### src/rtl/updown_cmd_pkg.sv
// Shared types and constants for the up/down command queue.
//   cmd_state_t : issue FSM states (IDLE, STROBE, SPACE)
//   DIR_UP/DOWN : command direction encoding (1 = up -> en, 0 = down -> ds)
//   ISSUED_W    : width of the issued-strobe counter
//   GAP_W       : width of the inter-strobe gap counter (GAP range 0..15)
package updown_cmd_pkg;

  typedef enum logic [1:0] {
    IDLE   = 2'd0,
    STROBE = 2'd1,
    SPACE  = 2'd2
  } cmd_state_t;

  localparam logic DIR_UP   = 1'b1;
  localparam logic DIR_DOWN = 1'b0;

  localparam int ISSUED_W = 16;
  localparam int GAP_W    = 4;

endpackage

### src/rtl/updown_cmd_queue_fifo.sv
// cmd_fifo: 1-bit-wide synchronous FIFO holding queued command directions.
// Ports:
//   clk, rst   : clock, asynchronous active-high reset
//   push, din  : write din at the tail (caller guarantees !full)
//   pop, dout  : advance the head (caller guarantees !empty); dout shows head
//   clear      : synchronous clear of all entries (wins over push/pop)
//   full/empty : status from the registered pointers
//   level      : number of stored entries
// Pointers carry one extra MSB: equal pointers mean empty, pointers that
// differ only in the MSB mean full.
module cmd_fifo #(
  parameter  int DEPTH = 4,
  localparam int AW    = $clog2(DEPTH),
  localparam int LW    = $clog2(DEPTH + 1)
) (
  input  logic          clk,
  input  logic          rst,
  input  logic          push,
  input  logic          pop,
  input  logic          din,
  output logic          dout,
  output logic          full,
  output logic          empty,
  output logic [LW-1:0] level,
  input  logic          clear
);

  logic [AW:0]      wr_q, rd_q;
  logic [DEPTH-1:0] mem_q;

  always_ff @(posedge clk or posedge rst) begin
    if (rst) begin
      wr_q <= '0;
      rd_q <= '0;
    end else if (clear) begin
      wr_q <= '0;
      rd_q <= '0;
    end else begin
      if (push) wr_q <= wr_q + 1'b1;
      if (pop)  rd_q <= rd_q + 1'b1;
    end
  end

  // Storage needs no reset: an entry is only read after it was written.
  always_ff @(posedge clk) begin
    if (push && !clear) mem_q[wr_q[AW-1:0]] <= din;
  end

  assign dout  = mem_q[rd_q[AW-1:0]];
  assign empty = (wr_q == rd_q);
  assign full  = (wr_q[AW] != rd_q[AW]) && (wr_q[AW-1:0] == rd_q[AW-1:0]);
  assign level = LW'(wr_q - rd_q);

endmodule

### src/rtl/updown_cmd_queue.sv
// updown_cmd_queue: buffers up/down commands and issues each one as a
// single-cycle, mutually exclusive en (up) / ds (down) strobe for the
// downstream modulo-12 counter.
// Ports:
//   clk, rst            : clock, asynchronous active-high reset
//   cmd_valid, cmd_dir  : command input (cmd_dir 1 = up, 0 = down)
//   cmd_ready           : !full && !flush
//   hold                : blocks new pops (never cuts a strobe short)
//   flush               : synchronous clear of queue, FSM and strobes
//   en, ds              : registered one-cycle strobes
//   level               : queued entries
//   issued              : strobes issued so far (wraps)
//   dbg_state           : current FSM state (cmd_state_t encoding)
// Handshake: a command transfers on a rising edge where cmd_valid and
// cmd_ready are both high; the source keeps cmd_valid/cmd_dir stable until
// then. cmd_ready depends only on the registered full flag and flush.
module updown_cmd_queue
  import updown_cmd_pkg::*;
#(
  parameter  int DEPTH = 4,
  parameter  int GAP   = 0,
  localparam int LW    = $clog2(DEPTH + 1)
) (
  input  logic                clk,
  input  logic                rst,
  input  logic                cmd_valid,
  input  logic                cmd_dir,
  output logic                cmd_ready,
  input  logic                hold,
  input  logic                flush,
  output logic                en,
  output logic                ds,
  output logic [LW-1:0]       level,
  output logic [ISSUED_W-1:0] issued,
  output logic [1:0]          dbg_state
);

  localparam logic [GAP_W-1:0] GAP_LOAD = (GAP > 0) ? GAP_W'(GAP - 1) : '0;

  cmd_state_t          state_q, state_d;
  logic [GAP_W-1:0]    gap_q, gap_d;
  logic                en_q, en_d, ds_q, ds_d;
  logic [ISSUED_W-1:0] issued_q, issued_d;

  logic fifo_full, fifo_empty, fifo_dout;
  logic push, pop, pop_ok;

  assign cmd_ready = !fifo_full && !flush;
  assign push      = cmd_valid && cmd_ready;
  assign pop_ok    = !fifo_empty && !hold && !flush;

  cmd_fifo #(.DEPTH(DEPTH)) u_fifo (
    .clk   (clk),
    .rst   (rst),
    .push  (push),
    .pop   (pop),
    .din   (cmd_dir),
    .dout  (fifo_dout),
    .full  (fifo_full),
    .empty (fifo_empty),
    .level (level),
    .clear (flush)
  );

  // A pop decided this cycle becomes the strobe of the next cycle, so the
  // strobe registers load from the head entry at the popping edge.
  always_comb begin
    state_d  = state_q;
    gap_d    = gap_q;
    pop      = 1'b0;
    issued_d = issued_q;

    if (state_q == STROBE) issued_d = issued_q + 1'b1;

    if (flush) begin
      state_d = IDLE;
      gap_d   = '0;
    end else begin
      unique case (state_q)
        IDLE: begin
          if (pop_ok) begin
            pop     = 1'b1;
            state_d = STROBE;
          end
        end
        STROBE: begin
          if (GAP > 0) begin
            state_d = SPACE;
            gap_d   = GAP_LOAD;
          end else if (pop_ok) begin
            pop     = 1'b1;
            state_d = STROBE;
          end else begin
            state_d = IDLE;
          end
        end
        SPACE: begin
          // The gap keeps counting while hold is high; hold only gates the pop.
          if (gap_q == '0) begin
            if (pop_ok) begin
              pop     = 1'b1;
              state_d = STROBE;
            end else begin
              state_d = IDLE;
            end
          end else begin
            gap_d = gap_q - 1'b1;
          end
        end
        default: state_d = IDLE;
      endcase
    end

    en_d = pop && (fifo_dout == DIR_UP);
    ds_d = pop && (fifo_dout == DIR_DOWN);
  end

  always_ff @(posedge clk or posedge rst) begin
    if (rst) begin
      state_q  <= IDLE;
      gap_q    <= '0;
      en_q     <= 1'b0;
      ds_q     <= 1'b0;
      issued_q <= '0;
    end else begin
      state_q  <= state_d;
      gap_q    <= gap_d;
      en_q     <= en_d;
      ds_q     <= ds_d;
      issued_q <= issued_d;
    end
  end

  assign en        = en_q;
  assign ds        = ds_q;
  assign issued    = issued_q;
  assign dbg_state = state_q;

endmodule

### config.mk
export PLATFORM = sky130hd
export DESIGN_NAME = updown_cmd_queue
export DESIGN_NICKNAME = d
export VERILOG_FILES = /design/src/rtl/updown_cmd_pkg.sv /design/src/rtl/updown_cmd_queue_fifo.sv /design/src/rtl/updown_cmd_queue.sv
export SDC_FILE = /design/constraint.sdc
export NUM_CORES = 1
export LEC_CHECK = 0
export CAP_MARGIN = 20
export CELL_PAD_IN_SITES_DETAIL_PLACEMENT = 1
export CELL_PAD_IN_SITES_GLOBAL_PLACEMENT = 2
export CORE_MARGIN = 2
export CORE_UTILIZATION = 30
export CTS_BUF_LIST = sky130_fd_sc_hd__clkbuf_8
export DETAILED_ROUTE_END_ITERATION = 7
export DONT_BUFFER_PORTS = 1
export PLACE_DENSITY = 0.67
export REMOVE_ABC_BUFFERS = 1
export SYNTH_ARGS = -nofsm -noshare
export SYNTH_HDL_FRONTEND = slang
export SYNTH_SLANG_ARGS = --single-unit
### constraint.sdc
create_clock -name clk -period 3.9 [get_ports clk]
set_input_delay 0.78 -clock clk [delete_from_list [all_inputs] [get_ports clk]]
set_output_delay 0.78 -clock clk [all_outputs]
set_load 0.005 [all_outputs]
==> flow_summary.ini <==
[hold_path]
hold_class = flop to flop
min_path_cells = 1
min_to = issued[15]
hp-start = issued[15]

[critical_path]
cp_common_cell = inv_1
rr_worst_depth = 4
max_stage_delay_ps = 400
critPathSlowestCell = dfrtp_1
crit_family = adder cells
r2r-end = u_fifo.mem_q[0]
endpoint_kind = primary output
cp_num_buf_inv = 2
critical_path_arrival_ps = 1640
worstSetupPathType = flop to primary output
path_cells = inv_1 > ha_1 > inv_1 > fa_1 > xnor2_1
r2r_slack_ps = 2110
cp-start-kind = flop
timing.rr.start = u_fifo.rd_q[1]
cp.required_ps = 3120
crit_fanout = 4

[timing]
fin_crit_ps = 2420
timing.fmax_ghz = 0.414
rsz0062_at_grt = false
relSlewSlack_pct = 37.6
tightestPinTransition_ps = 934
tns_ps = 0
setup_viol = 0
drv_slew = 0
fin_crit_sh_pct = 62.0
hold_viol = 0
fin_skew_ps = 11.8

[floorplanning]
die_x_um = 72.6
row_count = 24
core_area_mm2 = 0.00444
ios = 30
start_util_pct = 31.8
die_y_um = 72.6
die_area_mm2 = 0.00527

[drt]
vias = 852
wl_per_cell_um = 15.8
dr.max_layer_used = met4
met1_length_mm = 1.16
firstDrtPassIters = 2
post-route-drc-count = 0
route.met2.wl_mm = 1.37
drtIter0Drc = 26
met3_length_um = 185
routed_via_density = 4.87
antenna_left = 0
routed_wl_mm = 2.77

[clock_tree]
h-tree-depth = 2
clkLatencyLatePin_ps = 290
clkSlewWorstSetupHoldPaths_ps = 70
cts.path.max_buffers = 2
cts_buffers = 5
cts_tree = done
cts_setup_buffers = 0
cts.sinks = 29
root_buffer = clkbuf_8
cts_hold_buffers = 0
cts-resized-gates = 0

[synth]
mappedNetlistArea_mm2 = 0.00141
ys_dominant_reg_cell = dfrtp_1
ys_seq_area_share_pct = 52.8
ys_async_sr_fraction_pct = 86.2
yosysWarnings = 0
syn_avg_cell_area_um2 = 12.1
synth_edf_count = 4
ys_ff_latch = 29
synth_cells = 117
yosysUniqueCellTypes = 30

[place]
place.gp.congestion = 0.714
io_buffers = 0
dpl_cell_area_mm2 = 0.00146
dp_hpwl_mm = 2.04

[power]
power_density_mw_per_mm2 = 563
p_leak_nw = 0.721
peakVddDrop_uv = 142
total_power_mw = 0.898

[run]
maxCapViolCount = 0

[global_route]
grt_pass1_vias = 921
grt_pass1_wl_mm = 4.64
grt_max_degree = 26
grt_usage_pct = 11.9
gr-total-overflow = 0
antenna_found_initial = 0

[cells_and_area]
drive_gt1_share_pct = 10.6
mostFrequentLayoutCell = dfrtp_1
fin_nets = 137
diodes = 0
final_cell_mix = dfrtp_1, xnor2_1, nor2_1
syn_to_final_growth_pct = 13.0
finalInstanceArea_mm2 = 0.00160

[status]
status = complete, no violations
==> sequential cells by signal, indices dropped and copies added, names as in the netlist <==
| name | cells |
|---|---|
| dbg_state | 1 |
| ds | 1 |
| en | 1 |
| issued | 16 |
| u_fifo.mem_q | 4 |
| u_fifo.rd_q | 3 |
| u_fifo.wr_q | 3 |
==> layer usage <==
metal,vias to the layer above,global-route usage (%)
met3,7,5.25
li1,397,-
met2,24,18.8
met4,0,5.56
met5,-,0
met1,424,13.8
==> worst register-to-register path, cell delays in order, from the launching register on <==
cell     delay (ps)
dfrtp_1         400
inv_1           100
ha_1            360
a31oi_1         400
and3_1          240
==> Yosys cell counts (all sizes together) (2+ instances only) <==
library cell	number	share of area, %
a31oi	2	2.0
and2b	2	1.1
and3	6	2.7
buf	2	1.1
dfrtp	25	44
edfxtp	4	8.5
ha	8	7.1
inv	6	1.6
mux2i	2	1.4
nand2	8	2.1
nand3	6	2.1
nand4	3	1.3
nor2	9	2.4
nor3	2	1.1
xnor2	15	9.8
xor2	6	3.7
==> where the power goes <==
part           leakage [nW]  internal [mW]  switching (mW)
clock                0.0681          0.254           0.118
combinational         0.277         0.0606          0.0658
sequential            0.376          0.341          0.0581
==> cell type report <==
type                       count  area [um^2]
fill                         488         2850
sequential                    29          746
multi-input combinational     80          628
clock buffer                   5         68.8
clock inverter                 3         65.1
tap                           52         65.1
inverter                       6         22.5
==> metrics by stage <==
stage                     util (%)  setup slack (ps)  cells  hold WS (ps)
after floorplan                  -              1890    115           468
after global placement        32.9              1780    167           495
after detailed placement      32.9              1780    167           509
after CTS                     35.9              1460    175           522
after global routing          35.9              1370    175           532
final                         35.9              1480    175           508
==> worst max path at each step <==
stage                         from  endpoint  cells past startpoint
finish              u_fifo.wr_q[0]  level[2]                      5
global route        u_fifo.wr_q[0]  level[2]                      5
CTS                 u_fifo.wr_q[0]  level[2]                      5
detailed placement  u_fifo.wr_q[0]  level[2]                      5
global placement    u_fifo.wr_q[0]  level[2]                      5
floorplan           u_fifo.wr_q[0]  level[2]                      5
==> cells by family (layout without fill, tap and decap cells) <==
kind of cell | after synthesis | in the layout | synth area share [%]
other | 1 | 1 | 0.266
adders and majority gates | 9 | 9 | 8.51
and+or+nand+nor | 40 | 40 | 14.6
buffers and inverters | 8 | 14 | 2.66
muxes | 4 | 4 | 3.81
AOI/OAI and AO/OA | 5 | 5 | 3.72
DFF | 29 | 29 | 52.8
xor gates and xnor gates | 21 | 21 | 13.6
Note: power is estimated with default switching activity, not from simulation.
==> patch 1: new RTL, config.mk and constraints unchanged <==
`DEPTH` is set to 4 in 2 places; all go to 2.
--- a/src/rtl/updown_cmd_queue_fifo.sv
+++ b/src/rtl/updown_cmd_queue_fifo.sv
@@ -11,3 +11,3 @@
 module cmd_fifo #(
-  parameter  int DEPTH = 4,
+  parameter  int DEPTH = 2,
   localparam int AW    = $clog2(DEPTH),
--- a/src/rtl/updown_cmd_queue.sv
+++ b/src/rtl/updown_cmd_queue.sv
@@ -19,3 +19,3 @@
 #(
-  parameter  int DEPTH = 4,
+  parameter  int DEPTH = 2,
   parameter  int GAP   = 0,
Ports: changed (resized level); port bits go from 30 to 29. The function was not compared with the original's and may differ.
==> patch 1 against the original RTL <==
  * Synthesized cell count shrank 15%
  * Power fell by 34%
  * Setup slack better by 0.13 ns
  * Sequential power down 13%
  * Synthesized area shrank 18%
  * Count of clock-buffer cells in the layout shrank 2
  * Final cell count is 14% lower
  * Wire length is 17% lower
  * Utilization is 1.7 points lower
  * Combinational power shrank 24%
  * Sequential cell count decreased by 4
  * Cell area is 21% lower
  * Via count fell by 13%
  * Critical endpoint is now cmd_ready
  * Highest routed layer is now met3
==> patch 1: results (changes against the original RTL) <==
| Metric | Value |
|---|---|
| Final Wtd Congestion | 0.789 (+10%) |
| FFs w/ async S/R, synth | 0.920 (+0.0579) |
| Synth top cells by count | dfrtp_1, xor2_1, nand4_1 |
| Num CTS Buffers | 3 (-2) |
| LEAKAGE | 0.572 nW (-21%) |
| Initial DRC count | 49 (+88%) |
| First-pass iteration count of the detailed router | 4 (+2) |
| Slew headroom | 0.402 (+0.0261) |
| H-Tree Depth | 1 (-1) |
| HPWL after detailed placement | 1710 um (-16%) |
| Max stage delay on crit path | 0.44 ns (+0.04 ns) |
| EDFF count, synth | 2 (-2) |
| Fillers | 435 (-11%) |
| Clock-pin slew of the registers on the worst-case setup and hold paths | 0.09 ns (+0.02 ns) |
| Register area share after synthesis | 0.546 (+0.0179) |
| Layout Nets | 111 (-19%) |
| Clock Latency Late Sink | 0.26 ns (-0.03 ns) |
| Maximum VDD drop | 0.159 mV (+12%) |
| Crit Path Max Fanout | 7 (+3) |
| Cell variety after synth | 27 (-10%) |
| Worst EP arrival | 1.51 ns (-0.13 ns) |
| Crit-path leading delay family | flip-flops |
| Maximum number of pins on one net before global-route repair | 24 (-7.7%) |
| Share of layout cells above drive strength 1 | 0.0882 (-0.0175) |
| Status | complete, no violations |
| Main area contributors after synthesis | dfrtp_1, xor2_1, edfxtp_1 |
| Via count | 740 (-13%) |
-- patch 1: path summary, 6_finish.rpt --
check,from,to,slack [ns],depth (start not counted)
max,u_fifo.rd_q[0],cmd_ready,1.61,3
min,issued[15],issued[15],0.50,1
max reg2reg,u_fifo.rd_q[0],u_fifo.mem_q[1],2.26,4
min reg2reg,issued[15],issued[15],0.50,1
max in group asynchronous,rst,issued[11],2.77,1
min in group asynchronous,rst,issued[0],0.58,1
-- patch 1: worst reg2reg max path: stages (launching register included) --
cell and delay (ns):
dfrtp_1 0.44, ha_1 0.41, inv_1 0.14, o21ba_2 0.19
nor2b_1 0.17
-- patch 1: metrics by stage --
| stage | total power (W) | setup slack, ns | util | cells |
|---|---|---|---|---|
| after global routing | 0.000639 | 1.50 | 0.342 | 150 |
| after global placement | 0.000442 | 1.95 | 0.330 | 146 |
| after CTS | 0.000608 | 1.59 | 0.342 | 150 |
| after floorplan | 0.000421 | 2.02 | - | 98 |
| final | 0.000595 | 1.61 | 0.342 | 150 |
| after detailed placement | 0.000450 | 1.91 | 0.330 | 146 |
-- patch 1: logic make-up (layout without fill, tap and decap cells) --
kind of cell / after synthesis / count (layout) / share of synthesized area
other: 1 / 1 / 0.00322
DFF: 25 / 25 / 0.546
adders and majority gates: 2 / 2 / 0.0215
AOI/OAI and AO/OA: 9 / 9 / 0.0570
muxes: 4 / 4 / 0.0366
buffers and inverters: 4 / 7 / 0.0161
xor gates and xnor gates: 17 / 17 / 0.134
and+or+nand+nor: 37 / 37 / 0.185
-- patch 1: cell type report --
class | count | area share
inverter | 3 | 0.00892
multi-input combinational | 70 | 0.403
sequential | 25 | 0.503
clock buffer | 3 | 0.0327
tap | 48 | 0.0476
clock inverter | 1 | 0.00396
-- patch 1: metal layers --
metal,track usage,share of wire,routed length (um),vias up
met5,0,0,0,-
met4,0.0459,0,0,0
met3,0.0324,0.043,99,0
met2,0.205,0.51,1170,13
met1,0.145,0.45,1020,373
li1,-,-,-,354
-- patch 1: power breakdown --
group	internal (W)	leakage [nW]	switching [W]
combinational	0.0000467	0.217	0.0000487
clock	0.0000714	0.0255	0.0000822
sequential	0.000293	0.330	0.0000534
total	0.000411	0.572	0.000184
==> patch 2: new RTL, same settings <==
Without the edit above. Register the output `level`, without a reset; this adds one clock of latency there. The other outputs are not delayed to match.
--- a/src/rtl/updown_cmd_queue.sv
+++ b/src/rtl/updown_cmd_queue.sv
@@ -39,2 +39,4 @@
 
+  logic [LW-1:0] level_d;
+
   cmd_state_t          state_q, state_d;
@@ -60,3 +62,3 @@
     .empty (fifo_empty),
-    .level (level),
+    .level (level_d),
     .clear (flush)
@@ -138,2 +140,6 @@
 
+  always_ff @(posedge clk) begin
+    level <= level_d;
+  end
+
 endmodule
Check against the original RTL: not equivalent (Yosys sat finds a counterexample within 4 cycles, from zero or initial values and one cycle with rst high).
==> patch 2 against the original RTL <==
  * Sequential cell count increased by 3
  * Synthesized area increased by 4.6%
  * Wire length increased by 2.0%
  * Critical endpoint is now cmd_ready
  * Die area increased by 4.3%
  * Setup slack improved by 0.077 ns
  * Cell area increased by 3.6%
  * Power decreased by 9.7%
  * Synthesized cell count increased by 5.1%
==> patch 2: results (changes against the original RTL) <==
| Metric | Value |
|---|---|
| Power Internal | 0.000569 W (-13%) |
| Worst Hold Class | input pin to async pin |
| Status | complete, no violations |
| Worst EP arrival | 1.56 ns (-0.08 ns) |
| Register area share after synthesis | 0.546 (+0.0174) |
| Peak Freq | 427 MHz (+3.3%) |
| Maximum VDD drop | 0.165 mV (+17%) |
| Flop-to-flop setup slack | 2.09 ns (-0.02 ns) |
| M1 GR Usage | 0.127 (-0.0115) |
| First-pass iteration count of the detailed router | 3 (+1) |
| Post-DP Area | 0.00155 sq mm (+5.7%) |
| Sw Ratio | 0.297 (+0.0276) |
| Buffering overhead | 0.0167 (+0.0167) |
| Post-detailed-route wirelength per cell | 14.3 um (-9.4%) |
| Signal inverters | 8 (+2) |
| HPWL after detailed placement | 2130 um (+4.5%) |
| Main area contributors after synthesis | dfrtp_1, xnor2_1, edfxtp_1 |
| Slowest cell on the critical path | a31oi_1 |
| FFs w/ async S/R, synth | 0.781 (-0.0808) |
| # rows | 25 (+4.2%) |
| Vias in the first global route | 972 (+5.5%) |
| Final-layout clock-cell area share | 0.0484 (-0.0355) |
| Crit Path Max Fanout | 5 (+1) |
| Max stage delay on crit path | 0.42 ns (+0.02 ns) |
| Dpl cells | 188 (+13%) |
| Final Wtd Congestion | 0.739 (+3.6%) |
| Fillers | 525 (+7.6%) |
| Pre-CTS setup slack | 1.85 ns (+0.0689 ns) |
| First-pass GRT wire length | 4700 um (+1.3%) |
| Combinational power share | 0.158 (+0.017) |
==> patch 2: cell count changes in the layout (fill, tap and decap cells not counted), moves of 2 or more <==
cell / before / now
nor2_1: 9 / 7
bufinv_16: 2 / 0
o21ai_1: 0 / 2
inv_1: 6 / 10
a21oi_1: 0 / 2
dfxtp_1: 0 / 3
==> patch 2: cell families after synthesis <==
family | after synthesis | share of synthesized area
compound gates | 7 | 0.0381
xor+xnor | 20 | 0.119
fa+ha+maj | 9 | 0.0814
buf+inv | 10 | 0.0305
flops | 32 | 0.546
mux | 5 | 0.0432
other cells | 1 | 0.00254
simple gates | 39 | 0.140
==> patch 2: per-layer routing <==
metal / share of wire / wire (um) / up-vias
met4: 0.016 / 45 / 0
met3: 0.060 / 169 / 5
met5: 0 / 0 / -
met2: 0.52 / 1480 / 23
li1: - / - / 423
met1: 0.40 / 1130 / 448
==> patch 2: critical path: cells and delay by family, from the launching register on <==
kind	cells	cell delay (ns)
compound gates	1	0.42
fa+ha+maj	1	0.36
buf+inv	1	0.10
flops	1	0.40
